===== config.mk =====
export PLATFORM = sky130hd
export DESIGN_NAME = stereo_frame_aligner_flat
export DESIGN_NICKNAME = d
export VERILOG_FILES = /design/src/rtl/stereo_frame_aligner_if.sv /design/src/rtl/stereo_frame_aligner.sv /design/src/flat_wrapper.sv
export SDC_FILE = /design/constraint.sdc
export NUM_CORES = 1
export LEC_CHECK = 0
export BUFFER_PORTS_ARGS = -buffer_cell sky130_fd_sc_hd__buf_2
export CELL_PAD_IN_SITES_DETAIL_PLACEMENT = 0
export CELL_PAD_IN_SITES_GLOBAL_PLACEMENT = 1
export CORE_MARGIN = 2
export CORE_UTILIZATION = 40
export DETAILED_ROUTE_END_ITERATION = 8
export HOLD_SLACK_MARGIN = 0.05
export PLACE_DENSITY_LB_ADDON = 0.05
export SLEW_MARGIN = 0
export SYNTH_ARGS = -nofsm -noshare
export SYNTH_HDL_FRONTEND = slang
export SYNTH_SLANG_ARGS = --single-unit

===== constraint.sdc =====
create_clock -name clk_i -period 6.3 [get_ports clk_i]
set_clock_uncertainty 0.15 [all_clocks]
set_input_delay 0.945 -clock clk_i [delete_from_list [all_inputs] [get_ports clk_i]]
set_output_delay 0.945 -clock clk_i [all_outputs]
set_load 0.02 [all_outputs]

===== src/rtl/stereo_frame_aligner_if.sv =====
// ---------------------------------------------------------------------------
// stereo_frame_aligner_if
// Bundles every non-clock/reset signal of stereo_frame_aligner.
//   c0_* / c1_*  : per-camera head-of-buffer stream (valid, pixel, sof) and
//                  the pop strobe back to each buffer (ready).
//   pair_*       : registered paired output with valid/ready handshake.
//   aligned_o, resync_count_o, c0/c1_drop_count_o : status.
// Modports:
//   master : the environment (camera buffers + downstream consumer).
//   slave  : the aligner itself.
// ---------------------------------------------------------------------------
interface stereo_frame_aligner_if #(
    parameter int PIXEL_WIDTH = 8
);
    logic                     c0_valid_i;
    logic [PIXEL_WIDTH-1:0]   c0_pixel_i;
    logic                     c0_sof_i;
    logic                     c0_ready_o;
    logic                     c1_valid_i;
    logic [PIXEL_WIDTH-1:0]   c1_pixel_i;
    logic                     c1_sof_i;
    logic                     c1_ready_o;
    logic                     pair_valid_o;
    logic [2*PIXEL_WIDTH-1:0] pair_pixels_o;
    logic                     pair_sof_o;
    logic                     pair_eol_o;
    logic                     pair_eof_o;
    logic                     pair_ready_i;
    logic                     aligned_o;
    logic [15:0]              resync_count_o;
    logic [15:0]              c0_drop_count_o;
    logic [15:0]              c1_drop_count_o;

    modport master (
        output c0_valid_i, c0_pixel_i, c0_sof_i,
        output c1_valid_i, c1_pixel_i, c1_sof_i,
        output pair_ready_i,
        input  c0_ready_o, c1_ready_o,
        input  pair_valid_o, pair_pixels_o, pair_sof_o, pair_eol_o, pair_eof_o,
        input  aligned_o, resync_count_o, c0_drop_count_o, c1_drop_count_o
    );

    modport slave (
        input  c0_valid_i, c0_pixel_i, c0_sof_i,
        input  c1_valid_i, c1_pixel_i, c1_sof_i,
        input  pair_ready_i,
        output c0_ready_o, c1_ready_o,
        output pair_valid_o, pair_pixels_o, pair_sof_o, pair_eol_o, pair_eof_o,
        output aligned_o, resync_count_o, c0_drop_count_o, c1_drop_count_o
    );
endinterface


===== src/rtl/stereo_frame_aligner.sv =====
// ---------------------------------------------------------------------------
// stereo_frame_aligner
// Pops two camera pixel streams in lockstep and emits {c1,c0} pixel pairs
// with sof/eol/eof framing. Hunts for a common start-of-frame, streams one
// frame, and drops back to hunting on eof or on any detected misalignment.
// Ports:
//   clk_i   : system clock
//   rst_n_i : asynchronous active-low reset
//   bus     : stereo_frame_aligner_if.slave (camera inputs, pops, paired
//             output handshake, status counters)
// Optional feature macro: STEREO_ALIGN_STATS_EN
//   defined   -> c0/c1_drop_count_o count pixels discarded while hunting
//   undefined -> both drop counters are tied to 0
// ---------------------------------------------------------------------------
module stereo_frame_aligner #(
    parameter int FRAME_WIDTH  = 640,
    parameter int FRAME_HEIGHT = 480,
    parameter int PIXEL_WIDTH  = 8
) (
    input  logic                  clk_i,
    input  logic                  rst_n_i,
    stereo_frame_aligner_if.slave bus
);
    localparam int CW = (FRAME_WIDTH  > 1) ? $clog2(FRAME_WIDTH)  : 1;
    localparam int RW = (FRAME_HEIGHT > 1) ? $clog2(FRAME_HEIGHT) : 1;
    localparam logic [CW-1:0] COL_LAST = CW'(FRAME_WIDTH - 1);
    localparam logic [RW-1:0] ROW_LAST = RW'(FRAME_HEIGHT - 1);

    typedef enum logic {S_HUNT = 1'b0, S_STREAM = 1'b1} state_t;

    state_t                   r_state, w_state_nxt;
    logic [CW-1:0]            r_col, w_col_nxt;
    logic [RW-1:0]            r_row, w_row_nxt;
    logic                     r_pair_valid;
    logic [2*PIXEL_WIDTH-1:0] r_pair_pixels;
    logic                     r_pair_sof, r_pair_eol, r_pair_eof;
    logic [15:0]              r_resync;

    logic w_slot_free, w_at_origin, w_last_col, w_last_row, w_misalign;
    logic w_fire, w_resync_inc, w_c0_ready, w_c1_ready;
    logic w_c0_head_sof, w_c1_head_sof, w_c0_head_px, w_c1_head_px;

    assign w_slot_free   = !r_pair_valid || bus.pair_ready_i;
    assign w_at_origin   = (r_col == '0) && (r_row == '0);
    assign w_last_col    = (r_col == COL_LAST);
    assign w_last_row    = (r_row == ROW_LAST);
    assign w_c0_head_sof = bus.c0_valid_i &&  bus.c0_sof_i;
    assign w_c1_head_sof = bus.c1_valid_i &&  bus.c1_sof_i;
    assign w_c0_head_px  = bus.c0_valid_i && !bus.c0_sof_i;
    assign w_c1_head_px  = bus.c1_valid_i && !bus.c1_sof_i;

    // At the frame origin both heads must carry sof; anywhere else a sof
    // head means one camera lost or gained pixels.
    assign w_misalign = w_at_origin ? (w_c0_head_px  || w_c1_head_px)
                                    : (w_c0_head_sof || w_c1_head_sof);

    always_comb begin
        w_state_nxt  = r_state;
        w_col_nxt    = r_col;
        w_row_nxt    = r_row;
        w_c0_ready   = 1'b0;
        w_c1_ready   = 1'b0;
        w_fire       = 1'b0;
        w_resync_inc = 1'b0;
        case (r_state)
            S_HUNT: begin
                // Discard non-sof heads, hold sof heads. Discards also wait
                // for a stalled output word so nothing is popped during a stall.
                w_c0_ready = w_slot_free && w_c0_head_px;
                w_c1_ready = w_slot_free && w_c1_head_px;
                if (w_c0_head_sof && w_c1_head_sof) begin
                    w_state_nxt = S_STREAM;
                    w_col_nxt   = '0;
                    w_row_nxt   = '0;
                end
            end
            S_STREAM: begin
                if (w_misalign) begin
                    w_resync_inc = 1'b1;
                    w_state_nxt  = S_HUNT;
                    w_col_nxt    = '0;
                    w_row_nxt    = '0;
                end else if (bus.c0_valid_i && bus.c1_valid_i && w_slot_free) begin
                    w_fire     = 1'b1;
                    w_c0_ready = 1'b1;
                    w_c1_ready = 1'b1;
                    if (w_last_col) begin
                        w_col_nxt = '0;
                        if (w_last_row) begin
                            w_row_nxt   = '0;
                            w_state_nxt = S_HUNT;
                        end else begin
                            w_row_nxt = r_row + 1'b1;
                        end
                    end else begin
                        w_col_nxt = r_col + 1'b1;
                    end
                end
            end
            default: begin
                w_state_nxt = S_HUNT;
                w_col_nxt   = '0;
                w_row_nxt   = '0;
            end
        endcase
    end

    always_ff @(posedge clk_i or negedge rst_n_i) begin
        if (!rst_n_i) begin
            r_state <= S_HUNT;
            r_col   <= '0;
            r_row   <= '0;
        end else begin
            r_state <= w_state_nxt;
            r_col   <= w_col_nxt;
            r_row   <= w_row_nxt;
        end
    end

    // Output word: loads on fire, otherwise holds until accepted.
    always_ff @(posedge clk_i or negedge rst_n_i) begin
        if (!rst_n_i) begin
            r_pair_valid  <= 1'b0;
            r_pair_pixels <= '0;
            r_pair_sof    <= 1'b0;
            r_pair_eol    <= 1'b0;
            r_pair_eof    <= 1'b0;
        end else if (w_fire) begin
            r_pair_valid  <= 1'b1;
            r_pair_pixels <= {bus.c1_pixel_i, bus.c0_pixel_i};
            r_pair_sof    <= w_at_origin;
            r_pair_eol    <= w_last_col;
            r_pair_eof    <= w_last_col && w_last_row;
        end else if (bus.pair_ready_i) begin
            r_pair_valid  <= 1'b0;
        end
    end

    always_ff @(posedge clk_i or negedge rst_n_i) begin
        if (!rst_n_i) begin
            r_resync <= '0;
        end else if (w_resync_inc && (r_resync != 16'hFFFF)) begin
            r_resync <= r_resync + 16'd1;
        end
    end

`ifdef STEREO_ALIGN_STATS_EN
    logic [15:0] r_c0_drop, r_c1_drop;
    logic        w_c0_drop, w_c1_drop;

    // Pops while hunting are always discards.
    assign w_c0_drop = (r_state == S_HUNT) && bus.c0_valid_i && w_c0_ready;
    assign w_c1_drop = (r_state == S_HUNT) && bus.c1_valid_i && w_c1_ready;

    always_ff @(posedge clk_i or negedge rst_n_i) begin
        if (!rst_n_i) begin
            r_c0_drop <= '0;
            r_c1_drop <= '0;
        end else begin
            if (w_c0_drop && (r_c0_drop != 16'hFFFF)) r_c0_drop <= r_c0_drop + 16'd1;
            if (w_c1_drop && (r_c1_drop != 16'hFFFF)) r_c1_drop <= r_c1_drop + 16'd1;
        end
    end

    assign bus.c0_drop_count_o = r_c0_drop;
    assign bus.c1_drop_count_o = r_c1_drop;
`else
    assign bus.c0_drop_count_o = 16'd0;
    assign bus.c1_drop_count_o = 16'd0;
`endif

    assign bus.c0_ready_o     = w_c0_ready;
    assign bus.c1_ready_o     = w_c1_ready;
    assign bus.pair_valid_o   = r_pair_valid;
    assign bus.pair_pixels_o  = r_pair_pixels;
    assign bus.pair_sof_o     = r_pair_sof;
    assign bus.pair_eol_o     = r_pair_eol;
    assign bus.pair_eof_o     = r_pair_eof;
    assign bus.aligned_o      = (r_state == S_STREAM);
    assign bus.resync_count_o = r_resync;

endmodule

===== src/flat_wrapper.sv =====
// flat-port wrapper written by rule: the top's interface ports become plain ports
module stereo_frame_aligner_flat 
#(
    parameter int FRAME_WIDTH  = 640,
    parameter int FRAME_HEIGHT = 480,
    parameter int PIXEL_WIDTH  = 8
)
  (clk_i, rst_n_i, bus_c0_valid_i, bus_c0_pixel_i, bus_c0_sof_i, bus_c1_valid_i, bus_c1_pixel_i, bus_c1_sof_i, bus_pair_ready_i, bus_c0_ready_o, bus_c1_ready_o, bus_pair_valid_o, bus_pair_pixels_o, bus_pair_sof_o, bus_pair_eol_o, bus_pair_eof_o, bus_aligned_o, bus_resync_count_o, bus_c0_drop_count_o, bus_c1_drop_count_o);
  stereo_frame_aligner_if #(.PIXEL_WIDTH(PIXEL_WIDTH)) bus_i ();
  input  logic clk_i;
  input  logic rst_n_i;
  input wire logic [$bits(bus_i.c0_valid_i)-1:0] bus_c0_valid_i;
  input wire logic [$bits(bus_i.c0_pixel_i)-1:0] bus_c0_pixel_i;
  input wire logic [$bits(bus_i.c0_sof_i)-1:0] bus_c0_sof_i;
  input wire logic [$bits(bus_i.c1_valid_i)-1:0] bus_c1_valid_i;
  input wire logic [$bits(bus_i.c1_pixel_i)-1:0] bus_c1_pixel_i;
  input wire logic [$bits(bus_i.c1_sof_i)-1:0] bus_c1_sof_i;
  input wire logic [$bits(bus_i.pair_ready_i)-1:0] bus_pair_ready_i;
  output wire logic [$bits(bus_i.c0_ready_o)-1:0] bus_c0_ready_o;
  output wire logic [$bits(bus_i.c1_ready_o)-1:0] bus_c1_ready_o;
  output wire logic [$bits(bus_i.pair_valid_o)-1:0] bus_pair_valid_o;
  output wire logic [$bits(bus_i.pair_pixels_o)-1:0] bus_pair_pixels_o;
  output wire logic [$bits(bus_i.pair_sof_o)-1:0] bus_pair_sof_o;
  output wire logic [$bits(bus_i.pair_eol_o)-1:0] bus_pair_eol_o;
  output wire logic [$bits(bus_i.pair_eof_o)-1:0] bus_pair_eof_o;
  output wire logic [$bits(bus_i.aligned_o)-1:0] bus_aligned_o;
  output wire logic [$bits(bus_i.resync_count_o)-1:0] bus_resync_count_o;
  output wire logic [$bits(bus_i.c0_drop_count_o)-1:0] bus_c0_drop_count_o;
  output wire logic [$bits(bus_i.c1_drop_count_o)-1:0] bus_c1_drop_count_o;
  assign bus_i.c0_valid_i = bus_c0_valid_i;
  assign bus_i.c0_pixel_i = bus_c0_pixel_i;
  assign bus_i.c0_sof_i = bus_c0_sof_i;
  assign bus_i.c1_valid_i = bus_c1_valid_i;
  assign bus_i.c1_pixel_i = bus_c1_pixel_i;
  assign bus_i.c1_sof_i = bus_c1_sof_i;
  assign bus_i.pair_ready_i = bus_pair_ready_i;
  assign bus_c0_ready_o = bus_i.c0_ready_o;
  assign bus_c1_ready_o = bus_i.c1_ready_o;
  assign bus_pair_valid_o = bus_i.pair_valid_o;
  assign bus_pair_pixels_o = bus_i.pair_pixels_o;
  assign bus_pair_sof_o = bus_i.pair_sof_o;
  assign bus_pair_eol_o = bus_i.pair_eol_o;
  assign bus_pair_eof_o = bus_i.pair_eof_o;
  assign bus_aligned_o = bus_i.aligned_o;
  assign bus_resync_count_o = bus_i.resync_count_o;
  assign bus_c0_drop_count_o = bus_i.c0_drop_count_o;
  assign bus_c1_drop_count_o = bus_i.c1_drop_count_o;
  stereo_frame_aligner #(.FRAME_WIDTH(FRAME_WIDTH), .FRAME_HEIGHT(FRAME_HEIGHT), .PIXEL_WIDTH(PIXEL_WIDTH)) u_core (.clk_i(clk_i), .rst_n_i(rst_n_i), .bus(bus_i));
endmodule

Word-level counts from Yosys, hierarchy flattened
Index checks and enable logic that the tools add are counted.
{"block": "word_totals", "ff_bits": 56, "latchBits": 0, "mem_bits_rw": 0, "romBits": 0, "word_cells": 69, "mem_count": 0}
{"block": "classes", "addsub": 3, "n_mul": 0, "div_mod_pow": 0, "order_cmp": 0, "eq_ne": 6, "shifts": 0, "mux": 27, "bitwise": 1, "reduce_logical": 23}
{"operator": "2-to-1 mux 9 bit", "n": 5}
{"operator": "2-to-1 mux 10 bit", "n": 4}
{"operator": "one-hot mux 10 bit (2 select lines)", "n": 1}
{"operator": "one-hot mux 9 bit (2 select lines)", "n": 1}
{"operator": "adder 16 x 1 -> 16 bit, second input constant", "n": 1}
{"operator": "inequality test 16 bit, second input constant", "n": 1}
{"operator": "2-to-1 mux 1 bit", "n": 13}
{"operator": "logical AND 1 bit", "n": 12}
{"operator": "adder 10 x 1 -> 10 bit, second input constant", "n": 1}
{"operator": "equality test 10 bit, second input constant", "n": 1}
{"operator": "zero test 10 bit", "n": 1}
{"operator": "adder 9 x 1 -> 9 bit, second input constant", "n": 1}
{"operator": "equality test 9 bit, second input constant", "n": 1}
{"operator": "zero test 9 bit", "n": 1}
{"operator": "inequality test 3 bit, second input constant", "n": 2}
{"operator": "one-hot mux 1 bit (2 select lines)", "n": 3}
{"operator": "zero test 1 bit", "n": 3}
{"operator": "logical OR 1 bit", "n": 3}
{"operator": "AND reduction 3 bit", "n": 1}
{"operator": "inequality test 2 x 1 -> 1 bit, second input constant", "n": 1}
{"operator": "AND reduction 2 bit", "n": 1}
{"operator": "nonzero test 2 bit", "n": 1}
{"operator": "NOT 1 bit", "n": 1}

Logic depth before layout (Yosys ltp)
Gate-level depths: netlist of run 1.
{"block": "logic_depth", "depth_word": 7, "ltp_mapped": 10}

Worst setup path after synthesis of run 1
OpenSTA, ideal clock, no wires.
{"block": "synth_path", "path_kind": "input-to-output", "startpoint": "input port bus_c0_sof_i", "endpoint": "output port bus_c0_ready_o", "t_arrival_ns": 2.158, "t_required_ns": 5.205, "setup_slack_ns": 3.047, "stages": 7, "n_path_buf": 2, "cell_sequence": "nand2b_1 nand2_1 or4_1 buf_2 a21o_1 buf_2 o31ai_1"}
{"block": "synth_between", "elab_chain_cells": 6, "word_cells_on_any_way": 9, "classes_between": "3 x mux; 6 x reduce/logical"}
{"item": "from (decl)", "line": "flat_wrapper.sv:14", "text": "input wire logic [$bits(bus_i.c0_sof_i)-1:0] bus_c0_sof_i;"}
{"item": "zero test 1 bit", "line": "stereo_frame_aligner.sv:49", "text": "assign w_c0_head_px = bus.c0_valid_i && !bus.c0_sof_i;"}
{"item": "logical AND 1 bit", "line": "stereo_frame_aligner.sv:49"}
{"item": "logical OR 1 bit", "line": "stereo_frame_aligner.sv:54", "text": "assign w_misalign = w_at_origin ? (w_c0_head_px || w_c1_head_px)"}
{"item": "2-to-1 mux 1 bit", "line": "stereo_frame_aligner.sv:54"}
{"item": "2-to-1 mux 1 bit", "line": "stereo_frame_aligner.sv:78", "text": "if (w_misalign) begin"}
{"item": "one-hot mux 1 bit (2 select lines) (*)", "line": "stereo_frame_aligner.sv:65", "text": "case (r_state)"}
{"item": "to (decl)", "line": "flat_wrapper.sv:19", "text": "output wire logic [$bits(bus_i.c0_ready_o)-1:0] bus_c0_ready_o;"}
Mark *: on every way between the ends. The rest lies on a longest branch, timed or not.

Worst setup path after layout of run 1
{"block": "layout_path", "startpoint": "register u_core.r_row[0]", "endpoint": "output port bus_c1_ready_o"}
{"block": "layout_between", "elab_chain_cells": 5}
{"item": "from (decl)", "line": "stereo_frame_aligner.sv:33", "text": "logic [RW-1:0] r_row, w_row_nxt;"}
{"item": "from (signal assigned)", "line": "stereo_frame_aligner.sv:116", "text": "r_row <= w_row_nxt;"}
{"item": "zero test 9 bit", "line": "stereo_frame_aligner.sv:44", "text": "assign w_at_origin = (r_col == '0) && (r_row == '0);"}
{"item": "logical AND 1 bit", "line": "stereo_frame_aligner.sv:44"}
{"item": "2-to-1 mux 1 bit", "line": "stereo_frame_aligner.sv:54"}
{"item": "2-to-1 mux 1 bit", "line": "stereo_frame_aligner.sv:78"}
{"item": "one-hot mux 1 bit (2 select lines)", "line": "stereo_frame_aligner.sv:65"}
{"item": "to (decl)", "line": "flat_wrapper.sv:20", "text": "output wire logic [$bits(bus_i.c1_ready_o)-1:0] bus_c1_ready_o;"}
Every way passes these cells.

==> impl_summary.md, run 1 <==
Floorplan
The core box area is 7292 um2. 94 I/O pins were placed. The effective utilization at floorplan is 41.59%.

The standard-cell row count is 31. Measured along the x axis, the die boundary spans 91.08 um. The die covers 8295 um2. The die height is 91.08 um.

Global routing
The routing usage on met2 is 26.48%. The total overflow left after global routing is 0. The global routing stage identified its most utilized layer as met2.

Global routing used 15.70% of the available tracks. The number of global-route vias before repair came to 2175. The maximum number of pins on one net before global-route repair is 57. The first global-routing pass estimated 10.56 mm of wire. Global routing consumed, on the met3 layer, 2.988% of the routing resources.

The initial antenna violation count came to 0. The global-route track usage on met1 is 21.02%.

Outcome
The flow ran to the end, and the final reports show no timing, DRC or antenna violations.

Setup path
Measured in cells, the most critical reg-to-reg path has a length of 8. The required time of the critical path is 5.20 ns. The family with the most delay on the worst path is simple AND/OR/NAND/NOR gates.

The capture instance of the worst register-to-register path is u_core.r_col[5]$_DFFE_PN0P_. Walking the worst path, the cells encountered are inv_1, ha_1, nor4b_2, nand2_1, or4_1, a21o_1, buf_4, o31ai_1, buf_2. For this run, the slowest stage of the critical path takes 0.58 ns. The slowest stage of the critical path is the sky130_fd_sc_hd__or4_1 cell. The worst setup path is of the register to primary output kind. The critical path contains buffers and inverters numbering 3 combined. STA classifies the critical path endpoint as a primary output.

The data arrival time of the critical path is 2.67 ns. The worst setup path is launched from a register. The highest fanout seen on the critical path is 30. The start point of the critical path is u_core.r_row[0]$_DFFE_PN0P_. In this run the critical register-to-register path is launched from u_core.r_row[0]$_DFFE_PN0P_.

Setup slack on the worst reg-to-reg path comes out at 3.57 ns.

Yosys
The cell type with the highest aggregate area in the netlist is sky130_fd_sc_hd__dfrtp_1. The flip-flop and latch count after synthesis is 56. Yosys attributes the largest share of cell area to sky130_fd_sc_hd__dfrtp_1 46%, sky130_fd_sc_hd__buf_4 7.9%, sky130_fd_sc_hd__mux2_2 5.9%. The synthesized netlist occupies a cell area of 3033 um2.

Of all flip-flops after synthesis, the portion carrying an async set or reset was 100.0%. The proportion of synthesized chip area in sequential cells is 46.20%. The most used flip-flop cell after synthesis is sky130_fd_sc_hd__dfrtp_1. After technology mapping, the gate count stands at 299.

The share of Yosys cell area claimed by the top area cell type is 46.20%. The count of flip-flops with a built-in enable after synthesis is 0. After synthesis, the mean cell area works out to 10.14 um2. The unique cell type count in the Yosys netlist is 46. The count of warnings emitted by yosys is 0.

Clocking
The clock drives 56 sinks. Buffers added to address setup during post-CTS repair amount to 0. The later pin in the worst-skew pair is clocked with a latency of 0.32 ns.

CTS built an H-tree with a depth of 2. The total CTS buffers is 5. The buffer depth of the longest clock path is 2. The cell sitting at the root of the clock tree is a sky130_fd_sc_hd__clkbuf_8. After clock tree synthesis, the clock-pin slew on the worst setup and hold paths is 0.11 ns.

Post-CTS repair changed the size of 0 cells. The CTS tree is built. The number of buffers inserted by hold repair at cts is 0.

Power and ir drop
The sequential share of power is 44.2%. The net switching power is 466.7 uW. IR analysis of the VDD net gives a maximum drop of 0.1520 mV. After layout, the design draws a total of 1154 uW.

Combinational logic burns 37.2% of the power. The clock network is responsible for 18.6% of the overall power. The total power density per cell area is 338.7 nW/um2.

Summed over all cells, the static leakage comes to 0.001778 uW. The internal power summed over all cells is 687.6 uW. The switching share of power is 40.43%.

Job
The tool flagged a number of max-cap violations equal to 0.

Routing
The count of unresolved DRC violations after routing is 0. The first TritonRoute pass finished after 4 iterations. Summed over all layers, the routed wires come to 6.371 mm. The violation count after the first detailed-route iteration is 64. The routed via count divided by cell count is 4.957. In the final routed layout, each cell accounts on average for 13.85 um. The total via count after detailed routing is 2280. The count of antenna-violating nets left after detailed routing is 0.

Place
The total of buffers placed on input and output ports is 61. The final RePlAce weighted congestion is 0.7810. Detailed placement finished with a half-perimeter wire length of 4.576 mm.

Timing
For the finished layout, the period the worst path requires is 3.768 ns. Setup total negative slack on the finished layout was measured at 0 ns. Of the available clock period, the critical path in the final layout requires 59.81%. The max-slew violation total from the final report is 0. Setup repair after global routing left no endpoint under its margin. The final hold violation count is 0.

The worst relative slew slack is 51.29%. The total of endpoints with negative setup slack in the final report is 0. At the pin with the least slew margin, the transition time is 0.7306 ns. The highest attainable clock frequency is 265.4 MHz.

Min path
The worst hold endpoint is u_core.bus.resync_count_o[15]$_DFFE_PN0P_. The start point of the worst hold path is u_core.bus.resync_count_o[15]$_DFFE_PN0P_. The worst hold path depth is 1. The worst hold path belongs to the class register to register.

Cells and area
The share of cells above drive strength 1 is 25.76%. The number of antenna diodes is 0. The library cells used most frequently in the layout, excluding fill and tap cells, are 61 x sky130_fd_sc_hd__buf_2, 56 x sky130_fd_sc_hd__dfrtp_1, 32 x sky130_fd_sc_hd__conb_1. The post-layout utilization of the core is 46.74%. The filler cell count is 747.

The number of nets in the layout is 388. The leading cell type in the layout, fill and taps excluded is sky130_fd_sc_hd__buf_2. From synthesis to final layout, the design area changed by 12.38%.
[Yosys cell counts (all sizes together) (7+ instances only)]
master  instances
buf            37
dfrtp          56
inv             9
mux2           17
nand2          22
nand3          14
nor2           18
nor3            9
o21ai          12
o31ai           8
or3             7
xnor2          10
xor2           13
[power groups by stage]
stage	combinational [uW]	clock, uW	sequential [uW]
6_report	429	215	511
5_1_grt	473	239	526
4_1_cts	436	223	512
3_5_place_dp	436	0	517
3_3_place_gp	430	0	518
2_1_floorplan	232	0	597
[worst max-delay path by stage]
stage | cells past startpoint | slack, ns | endpoint
global placement | 8 | 2.73 | bus_c1_ready_o
global route | 9 | 2.33 | bus_c1_ready_o
floorplan | 7 | 3.05 | bus_c0_ready_o
detailed placement | 8 | 2.69 | bus_c0_ready_o
finish | 9 | 2.53 | bus_c1_ready_o
CTS | 9 | 2.49 | bus_c0_ready_o
[per-stage QoR]
stage               cell area [um2]  setup WS [ns]  hold WS (ns)  std cells
floorplan                      3149          3.047        0.3208        330
global placement               3314          2.728        0.3168        452
detailed placement             3314          2.686        0.3261        452
CTS                            3408          2.487        0.3500        460
global route                   3408          2.327        0.3638        460
finish                         3408          2.532        0.3429        460
[sequential cells by signal, summed over array words and instances (netlist names)]
name,cells
u_core.r_row,9
u_core.bus.pair_pixels_o,16
u_core.bus.pair_sof_o,1
u_core.bus.aligned_o,1
u_core.bus.pair_eof_o,1
u_core.bus.resync_count_o,16
u_core.r_col,10
u_core.bus.pair_valid_o,1
u_core.bus.pair_eol_o,1
[per-layer routing]
| metal | part of all wire [%] | vias up |
|---|---|---|
| met5 | 0 | - |
| met4 | 0.99 | 0 |
| met3 | 5.0 | 7 |
| met2 | 49 | 58 |
| met1 | 45 | 1110 |
| li1 | - | 1105 |
[kinds of logic after synthesis]
family	after synthesis	synth area share (%)
compound gates	40	9.118
xor+xnor	23	6.642
fa+ha+maj	5	2.063
buf+inv	51	10.68
flops	56	46.20
mux	17	6.312
other cells	1	0.1236
simple gates	106	18.85
[cell type report]
cell class	instances	area, um2	area share [%]
inverters	10	37.54	1.101
well taps	99	123.9	3.634
flip-flops and latches	56	1401	41.12
repair buffers	64	327.8	9.618
clock inverters	3	25.02	0.7342
clock buffers	5	68.82	2.019
multi-input cells	223	1424	41.78
(Power assumes the default switching activity.)
==> run 2: changes to the inputs <==
Settings changed: CORE_UTILIZATION 40 to 35.
Clock period 6.3 ns to 3.4 ns, I/O delays scaled along.
==> run 2 against run 1 <==
Compared with the run above:
- worst setup slack worse by 2.3 ns
- critical path type unchanged
- non-clock buffer count is 3 higher
- sequential share of layout area is 0.36 points lower
- clock power is 77% higher
- register-to-register slack worse by 2.9 ns
- largest cell class unchanged
- sequential power is 85% higher
- cell area is 0.88% higher
==> impl_summary.md, run 2 (same netlist as run 1, synthesis figures left out) <==
Outcome
The run finished with clean final reports.

Place
At the end of routability-driven placement, the weighted congestion stood at 0.7958. Timing analysis after detailed placement gives a worst setup slack of 0.6113 ns. The post-placement cell area is 3337 um2. The post-DP HPWL is 4.832 mm. The count of buffers added on input and output ports is 61.

Setup path
At the worst endpoint, the arrival time is 2.48 ns. The maximum single-stage delay on the critical path is 0.58 ns. By startpoint and endpoint, the worst setup path is classified as register to primary output. Of all nets on the critical path, the largest fanout is 8.

The critical path launch point type is a register. Traced cell by cell, the critical path runs through inv_1, ha_1, nor4b_2, nand2_1, or4_1, a21o_1, o31ai_1, buf_2. The kind of end point of the critical path is a primary output. The cell type of the slowest stage on the worst timing path is sky130_fd_sc_hd__or4_1. The required time of the critical path is 2.74 ns.

Cells and area
From synthesis to final layout, the design area changed by 13.37%. The number of antenna diodes is 0. Once layout is done, the placed cells without fillers occupy 3438 um2. The library cell used most frequently in the layout, excluding fill and tap cells, is sky130_fd_sc_hd__buf_2. The share of cells above drive strength 1 is 26.10%. In the layout the commonest cells are 61 x sky130_fd_sc_hd__buf_2, 56 x sky130_fd_sc_hd__dfrtp_1, 32 x sky130_fd_sc_hd__conb_1. The number of nets in the layout is 391.

Routing
The post-route met1 wirelength is 3.025 mm. After detailed routing, the number of remaining DRC violations is 0. The count of antenna-violating nets left after detailed routing is 0.

The first routing iteration left 91 violations. The routed wire length is 6.485 mm. The final route contains 2245 vias.

Summed over all nets, wire length on met2 after detailed routing comes to 3.113 mm. The met3 wire length is 279 um. The total iterations of the first detailed-routing run is 4. After detailed routing, the average wire length per cell comes to 13.83 um.

Using the TritonRoute via totals, the vias-per-cell ratio works out to 4.787. The highest layer touched by signal routing is met4.

Floorplan
The die boundary width is 97.09 um. The total I/O pin count is 94. The die covers 9426 um2. The die height is 97.09 um. The standard-cell row count is 33. The core box area is 8299 um2. Once the floorplan was initialized, standard cells occupied 36.54% of the core.

Timing
The summed negative setup slack over all endpoints is 0 ns. The highest attainable clock frequency is 318.5 MHz. The share of the clock period used by the worst path after layout is 92.35%. The max-slew violation total from the final report is 0. Setup violations remaining at the end of the flow were counted as 0. The final hold violation count is 0. The worst relative slew slack is 62.43%. The clock period minus worst slack is 3.140 ns. Setup repair after global routing left no endpoint under its margin. At the pin with the least slew margin, the transition time is 0.5588 ns. The least setup slack across all paths after layout is 0.2601 ns.

Job
The total of max-cap violations is 0.

Clocking
The insertion delay to the later sink of the worst-skew pair is 0.32 ns. Counting the buffers created by CTS gives 5. After clock tree synthesis, the clock-pin slew on the worst setup and hold paths is 0.11 ns.

Post-CTS repair changed the size of 0 cells. The CTS tree is built. The clock sink count is 56. The CTS root buffer is sky130_fd_sc_hd__clkbuf_8. Buffers added to address setup during post-CTS repair amount to 0. The buffer depth of the longest clock path is 2. The level count of the clock H-tree is 2.

Global routing
The total congestion overflow is 0. The first-pass GRT wire length is 10.94 mm. The all-layer global routing usage is 14.15%. The initial antenna violation count is 0. The maximum number of pins on one net before global-route repair is 37. The number of global-route vias before repair came to 2153.

Power and ir drop
The design draws 2123 uW. The total power density per cell area is 617.5 nW/um2. Across the VDD grid, the largest voltage drop is 0.3398 mV. In this run the static leakage power is 0.001795 uW.

Min path
The worst hold path class is input port to register.
==> run 2: repair_timing <==
action,CTS,global route
hold buffers,1,0
endpoints found under the hold margin,20,0
endpoints found under the setup margin,0,0
==> run 2: through the flow <==
stage / hold slack, ns / std cells / utilization (%)
after floorplan: 0.06441 / 330 / -
after global placement: 0.3190 / 460 / 40.21
after detailed placement: 0.3254 / 460 / 40.21
after CTS: 0.2562 / 469 / 41.43
after global routing: 0.2440 / 469 / 41.43
final: 0.2657 / 469 / 41.43
==> run 2: worst paths after layout <==
path | startpoint | to | slack (ns) | cells after the start
setup / recovery | u_core.r_row[0]$_DFFE_PN0P_ | bus_c1_ready_o | 0.26 | 8
hold / removal | bus_c0_pixel_i[6] | u_core.bus.pair_pixels_o[6]$_DFFE_PN0P_ | 0.27 | 2
setup reg to reg | u_core.r_row[0]$_DFFE_PN0P_ | u_core.bus.pair_pixels_o[3]$_DFFE_PN0P_ | 0.62 | 8
hold reg to reg | u_core.bus.resync_count_o[15]$_DFFE_PN0P_ | u_core.bus.resync_count_o[15]$_DFFE_PN0P_ | 0.34 | 1
max in group asynchronous | rst_n_i | u_core.r_col[8]$_DFFE_PN0P_ | 1.74 | 3
min in group asynchronous | rst_n_i | u_core.bus.pair_valid_o$_DFFE_PN0P_ | 0.52 | 2
==> run 2: final cells by class <==
cell class	count	area [um2]
Clock buffer	5	68.82
Multi-Input combinational cell	223	1424
Timing Repair Buffer	67	352.8
Tap cell	105	131.4
Inverter	10	37.54
Fill cell	830	4861
Sequential cell	56	1401
Clock inverter	3	22.52
==> run 2: critical path, delay by kind of cell, from the launching register on <==
kind,cells,cell delay [ns]
AO/OA/AOI/OAI,2,0.39
adder cells (fa/ha/maj),1,0.15
buffers and inverters,2,0.31
flip-flops,1,0.40
AND/OR/NAND/NOR,3,0.91
==> run 2: per-layer routing <==
| layer | GRT usage [%] | vias up |
|---|---|---|
| li1 | - | 1112 |
| met3 | 3.022 | 5 |
| met1 | 19.07 | 1077 |
| met4 | 3.684 | 0 |
| met5 | 0 | - |
| met2 | 23.24 | 51 |
==> run 2: where the power goes <==
part | internal [uW] | switching (uW)
clock | 148 | 233
combinational | 300 | 498
sequential | 825 | 119
total | 1270 | 850
